$ cat config.mk
export PLATFORM = sky130hd
export DESIGN_NAME = branch_pred_gshare
export DESIGN_NICKNAME = d
export VERILOG_FILES = /design/src/rtl/branch_pred_gshare.sv
export SDC_FILE = /design/constraint.sdc
export NUM_CORES = 2
export LEC_CHECK = 0
export CORE_MARGIN = 3
export CORE_UTILIZATION = 64
export CTS_BUF_LIST = sky130_fd_sc_hd__clkbuf_4 sky130_fd_sc_hd__clkbuf_8
export DETAILED_ROUTE_END_ITERATION = 12
export PLACE_DENSITY = 0.82
export SLEW_MARGIN = 20
export SYNTH_ARGS = -nofsm -noshare
export SYNTH_HDL_FRONTEND = slang
export SYNTH_SLANG_ARGS = --single-unit
$ cat constraint.sdc
create_clock -name i_clk -period 89.1 [get_ports i_clk]
set_clock_uncertainty 0.15 [all_clocks]
set_input_delay 22.275 -clock i_clk [delete_from_list [all_inputs] [get_ports i_clk]]
set_output_delay 22.275 -clock i_clk [all_outputs]
set_load 0.02 [all_outputs]
$ cat src/rtl/branch_pred_gshare.sv
// Gshare branch predictor: a direct-mapped BTB supplies hit and target, and a PHT of
// 2-bit counters indexed by PC XOR global history supplies the direction.
module branch_pred_gshare #(
   parameter int ADDR_WIDTH  = 64,
   parameter int BTB_ENTRIES = 16,
   parameter int PHT_ENTRIES = 64,
   parameter int GHR_WIDTH   = 6,
   parameter int CNT_WIDTH   = 16
) (
   input  logic                  i_clk,
   input  logic                  i_arst,
   input  logic                  i_stall_fetch,
   input  logic [ADDR_WIDTH-1:0] i_pc,
   input  logic                  i_branch_instr,
   input  logic                  i_branch_taken,
   input  logic                  i_mispredict,
   input  logic [ADDR_WIDTH-1:0] i_pc_exec,
   input  logic [ADDR_WIDTH-1:0] i_pc_target_exec,
   input  logic [GHR_WIDTH-1:0]  i_ghr_exec,
   output logic                  o_branch_pred_taken,
   output logic [ADDR_WIDTH-1:0] o_pc_target_pred,
   output logic [GHR_WIDTH-1:0]  o_ghr_snapshot,
   output logic [CNT_WIDTH-1:0]  o_mispred_count
);

   localparam int BTB_IDX_W = $clog2(BTB_ENTRIES);
   localparam int PHT_IDX_W = $clog2(PHT_ENTRIES);
   localparam int TAG_W     = ADDR_WIDTH - BTB_IDX_W - 2;

   logic                  btb_valid_q [BTB_ENTRIES];
   logic [TAG_W-1:0]      btb_tag_q   [BTB_ENTRIES];
   logic [ADDR_WIDTH-1:0] btb_tgt_q   [BTB_ENTRIES];
   logic [1:0]            pht_q       [PHT_ENTRIES];

   logic [GHR_WIDTH-1:0]  ghr_q, ghr_d;
   logic [CNT_WIDTH-1:0]  cnt_q, cnt_d;

   logic [BTB_IDX_W-1:0]  fetch_btb_idx, exec_btb_idx;
   logic [TAG_W-1:0]      fetch_tag, exec_tag;
   logic [PHT_IDX_W-1:0]  fetch_pht_idx, exec_pht_idx;
   logic                  btb_hit;
   logic                  pred_taken;
   logic                  repair;
   logic [GHR_WIDTH-1:0]  ghr_spec, ghr_repair;
   logic [1:0]            pht_cur, pht_d;
   logic                  unused_pc_bits;

   assign unused_pc_bits = ^{i_pc[1:0], i_pc_exec[1:0]};

   // Fetch-side lookup
   assign fetch_btb_idx = i_pc[BTB_IDX_W+1:2];
   assign fetch_tag     = i_pc[ADDR_WIDTH-1:BTB_IDX_W+2];
   assign fetch_pht_idx = i_pc[PHT_IDX_W+1:2] ^ PHT_IDX_W'(ghr_q);

   assign btb_hit    = btb_valid_q[fetch_btb_idx] && (btb_tag_q[fetch_btb_idx] == fetch_tag);
   assign pred_taken = btb_hit && pht_q[fetch_pht_idx][1];

   assign o_branch_pred_taken = pred_taken;
   assign o_pc_target_pred    = btb_tgt_q[fetch_btb_idx];
   assign o_ghr_snapshot      = ghr_q;
   assign o_mispred_count     = cnt_q;

   // Exec-side update addressing
   assign exec_btb_idx = i_pc_exec[BTB_IDX_W+1:2];
   assign exec_tag     = i_pc_exec[ADDR_WIDTH-1:BTB_IDX_W+2];
   assign exec_pht_idx = i_pc_exec[PHT_IDX_W+1:2] ^ PHT_IDX_W'(i_ghr_exec);
   assign repair       = i_branch_instr && i_mispredict;

   generate
      if (GHR_WIDTH > 1) begin : g_ghr_shift
         assign ghr_spec   = {ghr_q[GHR_WIDTH-2:0], pred_taken};
         assign ghr_repair = {i_ghr_exec[GHR_WIDTH-2:0], i_branch_taken};
      end else begin : g_ghr_single
         assign ghr_spec   = pred_taken;
         assign ghr_repair = i_branch_taken;
      end
   endgenerate

   // A resolved mispredict rewrites history from the branch's own snapshot, so it wins
   // over the speculative shift and is not held off by a fetch stall.
   always_comb begin
      ghr_d = ghr_q;
      if (repair) begin
         ghr_d = ghr_repair;
      end else if (!i_stall_fetch && btb_hit) begin
         ghr_d = ghr_spec;
      end
   end

   always_comb begin
      cnt_d = cnt_q;
      if (repair && (cnt_q != {CNT_WIDTH{1'b1}})) begin
         cnt_d = cnt_q + CNT_WIDTH'(1);
      end
   end

   always_comb begin
      pht_cur = pht_q[exec_pht_idx];
      pht_d   = pht_cur;
      if (i_branch_taken) begin
         if (pht_cur != 2'b11) begin
            pht_d = pht_cur + 2'b01;
         end
      end else if (pht_cur != 2'b00) begin
         pht_d = pht_cur - 2'b01;
      end
   end

   always_ff @(posedge i_clk or posedge i_arst) begin
      if (i_arst) begin
         ghr_q <= '0;
         cnt_q <= '0;
      end else begin
         ghr_q <= ghr_d;
         cnt_q <= cnt_d;
      end
   end

   // Tables are flops so they can be cleared asynchronously; lookups read the old
   // contents in the same cycle as a write.
   always_ff @(posedge i_clk or posedge i_arst) begin
      if (i_arst) begin
         for (int i = 0; i < BTB_ENTRIES; i++) begin
            btb_valid_q[i] <= 1'b0;
            btb_tag_q[i]   <= '0;
            btb_tgt_q[i]   <= '0;
         end
         for (int i = 0; i < PHT_ENTRIES; i++) begin
            pht_q[i] <= 2'b01;
         end
      end else if (i_branch_instr) begin
         pht_q[exec_pht_idx] <= pht_d;
         if (i_branch_taken) begin
            btb_valid_q[exec_btb_idx] <= 1'b1;
            btb_tag_q[exec_btb_idx]   <= exec_tag;
            btb_tgt_q[exec_btb_idx]   <= i_pc_target_exec;
         end
      end
   end

endmodule

==> reports/results.txt <==
met3 Use GR -> 0.0576
DR vias -> 56200
Root Buffer -> clkbuf_8
met2 Use GR -> 0.495
Top delay family on crit path -> buffers and inverters
total power -> 2640 uW
CORE AREA -> 150000 um2
largest net degree at the start of global routing -> 199
Syn. warnings -> 0
Overflow after GRT -> 0
initial antenna violation count -> 32
Worst EP required -> 66.68 ns
sequential fraction of the synthesis area -> 0.547
Clock Path Buffers -> 4
number of hold buffers added after cts -> 0
WP data arrival -> 30.25 ns
final setup violation count -> 0
fmax -> 19.0 MHz
Netlist cell types -> 73
Mapped Cells -> 6138
drt pass-1 iters -> 5
critical path class -> in -> out
type of destination of the critical path -> output port
Max Cap Viol -> 0
CP dominant cell by count -> buf_4
H-tree levels -> 5
asr flop ratio synth -> 1.00
P&R area growth vs syn -> 12.0%
FF+latch count, synth -> 2118
Worst-path clk slew -> 0.06 ns
Max transition margin -> 0.236
register area -> 53100 um2
Die Y -> 395 um
Least-Margin Pin Slew -> 1.15 ns
Final WS setup -> 36.42 ns
GRT Util Overall -> 0.312
routing usage on met1 -> 0.436
IO Pins -> 291
final core occ -> 0.724
DRC -> 0
Hold Path Class -> reg -> reg
Post-CTS Resized -> 0
worst-skew pair later-pin latency -> 1.01 ns
fillers -> 9442
crit-path max FO -> 78
hold slack -> 0.314 ns
Via density -> 6.51
number of synthesized flops with an enable pin -> 0
Post-CTS Setup Inserts -> 0
Multi-input gate area -> 41700 um2
syn_area_per_cell -> 15.8 um2
RSZ-0062 raised after global routing -> false
initial core utilization -> 0.646
Period Utilization, post-route -> 0.591
Final ANT Viol Nets -> 0
Synthesized Nets -> 6343
die width -> 395 um
final slew viol count -> 0
LEAKAGE -> 0.0481 uW
initial DRC count -> 4580
setup tns final -> 0 ns
slowest CP cell -> buf_4
crit-path max cell delay -> 0.92 ns
Mapped Area -> 97000 um2
PortBufs -> 286
Critical Path Start Type -> input pin
endpoints failing hold -> 0
flop-to-flop setup slack -> 84.76 ns
DPL Wire Length -> 136000 um
number of global-route vias before repair -> 60500
outcome -> completed
first-pass GRT wire length -> 373000 um
Nets -> 6553
global routing's busiest layer -> met2
Crit path buffers/inverters -> 6
pre-CTS setup slack -> 36.31 ns
Routed WL per cell -> 27.7 um
pwr dens -> 24.3 nW/um2
Top FF cell, synth -> dfrtp_1
share of layout cells above drive strength 1 -> 0.515
crit-path cells -> buf_8 > buf_4 > buf_4 > buf_4 > buf_4 > mux4_2 > a22o_1 > a221oi_2 > xnor2_1 > or4_1 > or4_1 > or4_1 > nor4_1 > clkdlybuf4s50_1
minimum clock period -> 52.68 ns
CTS tree -> yes
CTS Buf Count -> 355
clk sinks -> 2118
routed wire length -> 240000 um
Worst VDD drop -> 0.0155 mV
FP Rows -> 142
DIE AREA -> 156000 um2
gpl congestion -> 0.889
[Yosys cell counts (16+ instances only)]
master / count / area share
nor2_1: 187 / 0.0072
nand2b_1: 16 / 0.0010
xnor2_1: 47 / 0.0042
buf_1: 20 / 0.00077
a221oi_1: 31 / 0.0028
mux4_2: 557 / 0.13
mux2_2: 2031 / 0.24
xor2_1: 49 / 0.0044
nand3_1: 32 / 0.0017
o21ai_0: 20 / 0.0010
dfstp_2: 64 / 0.017
buf_6: 19 / 0.0022
buf_2: 57 / 0.0029
o22ai_1: 16 / 0.0010
dfrtp_1: 2054 / 0.53
nand4_1: 20 / 0.0013
buf_4: 25 / 0.0019
mux2i_1: 123 / 0.013
clkbuf_1: 399 / 0.015
nand2_1: 72 / 0.0028
a21oi_1: 80 / 0.0041
[placed cells by master, fill, tap and decap left out, types with 12 or more instances in the layout]
cell / n
xnor2_1: 46
nand3_1: 32
mux2_2: 2031
mux2i_1: 123
dfrtp_1: 2054
clkbuf_8: 450
nand2_1: 72
diode_2: 23
xor2_1: 45
inv_1: 14
nor3_1: 15
mux4_1: 15
mux4_2: 557
a22oi_1: 15
dfstp_2: 64
o22ai_1: 16
nor2_1: 178
clkbuf_4: 127
nand4_1: 20
a221oi_1: 31
o21ai_0: 20
nand2b_1: 16
clkinv_2: 23
a21oi_1: 80
buf_12: 12
buf_4: 74
clkdlybuf4s50_1: 282
[final cells by class]
| type | instances | area share |
|---|---|---|
| sequential | 2118 | 0.489 |
| multi-input combinational | 3478 | 0.384 |
| clock buffer | 577 | 0.0658 |
| timing repair buffer | 379 | 0.0349 |
| tap | 2016 | 0.0232 |
| clock inverter | 32 | 0.00272 |
| inverter | 16 | 0.000691 |
| antenna | 23 | 0.000530 |
[through the flow]
stage / instance area, um2 / instances
floorplan: 97000 / 6138
global placement: 101000 / 8005
detailed placement: 101000 / 8005
CTS: 108000 / 8614
global route: 109000 / 8628
finish: 109000 / 8639
[power breakdown]
part | switching [uW] | internal [uW]
Clock | 381 | 518
Combinational | 197 | 284
Sequential | 98.1 | 1160
[final timing paths]
path,start,to,depth (start not counted)
min in group asynchronous,i_arst,btb_tag_q[682]$_DFFE_PP0P_,2
setup / recovery,i_pc[3],o_branch_pred_taken,14
max in group asynchronous,i_arst,btb_tgt_q[127]$_DFFE_PP0P_,6
setup reg to reg,btb_tag_q[818]$_DFFE_PP0P_,o_ghr_snapshot[0]$_DFFE_PP0P_,9
hold reg to reg,btb_valid_q[5]$_DFFE_PP0P_,btb_valid_q[5]$_DFFE_PP0P_,1
hold / removal,btb_valid_q[5]$_DFFE_PP0P_,btb_valid_q[5]$_DFFE_PP0P_,1
[sequential cells by signal (all words and copies together), names as in the netlist]
name / flops
btb_tgt_q: 1024
btb_tag_q: 928
pht_q: 128
btb_valid_q: 16
o_mispred_count: 16
o_ghr_snapshot: 6
[per-layer routing]
metal | part of all wire | routed length, um
met1 | 0.42 | 99900
met5 | 0.00057 | 136
met2 | 0.49 | 116000
met4 | 0.036 | 8640
met3 | 0.062 | 14700
[cells by family (layout without fill, tap and decap cells)]
group,count (synthesis),after routing,synth area share
compound gates,241,241,0.0169
other cells,0,23,0
buf+inv,542,1004,0.0250
simple gates,411,411,0.0198
xor+xnor,96,96,0.00867
fa+ha+maj,3,3,0.000335
flops,2118,2118,0.547
mux,2727,2727,0.382
No activity file was read; power rests on OpenSTA's default activity.
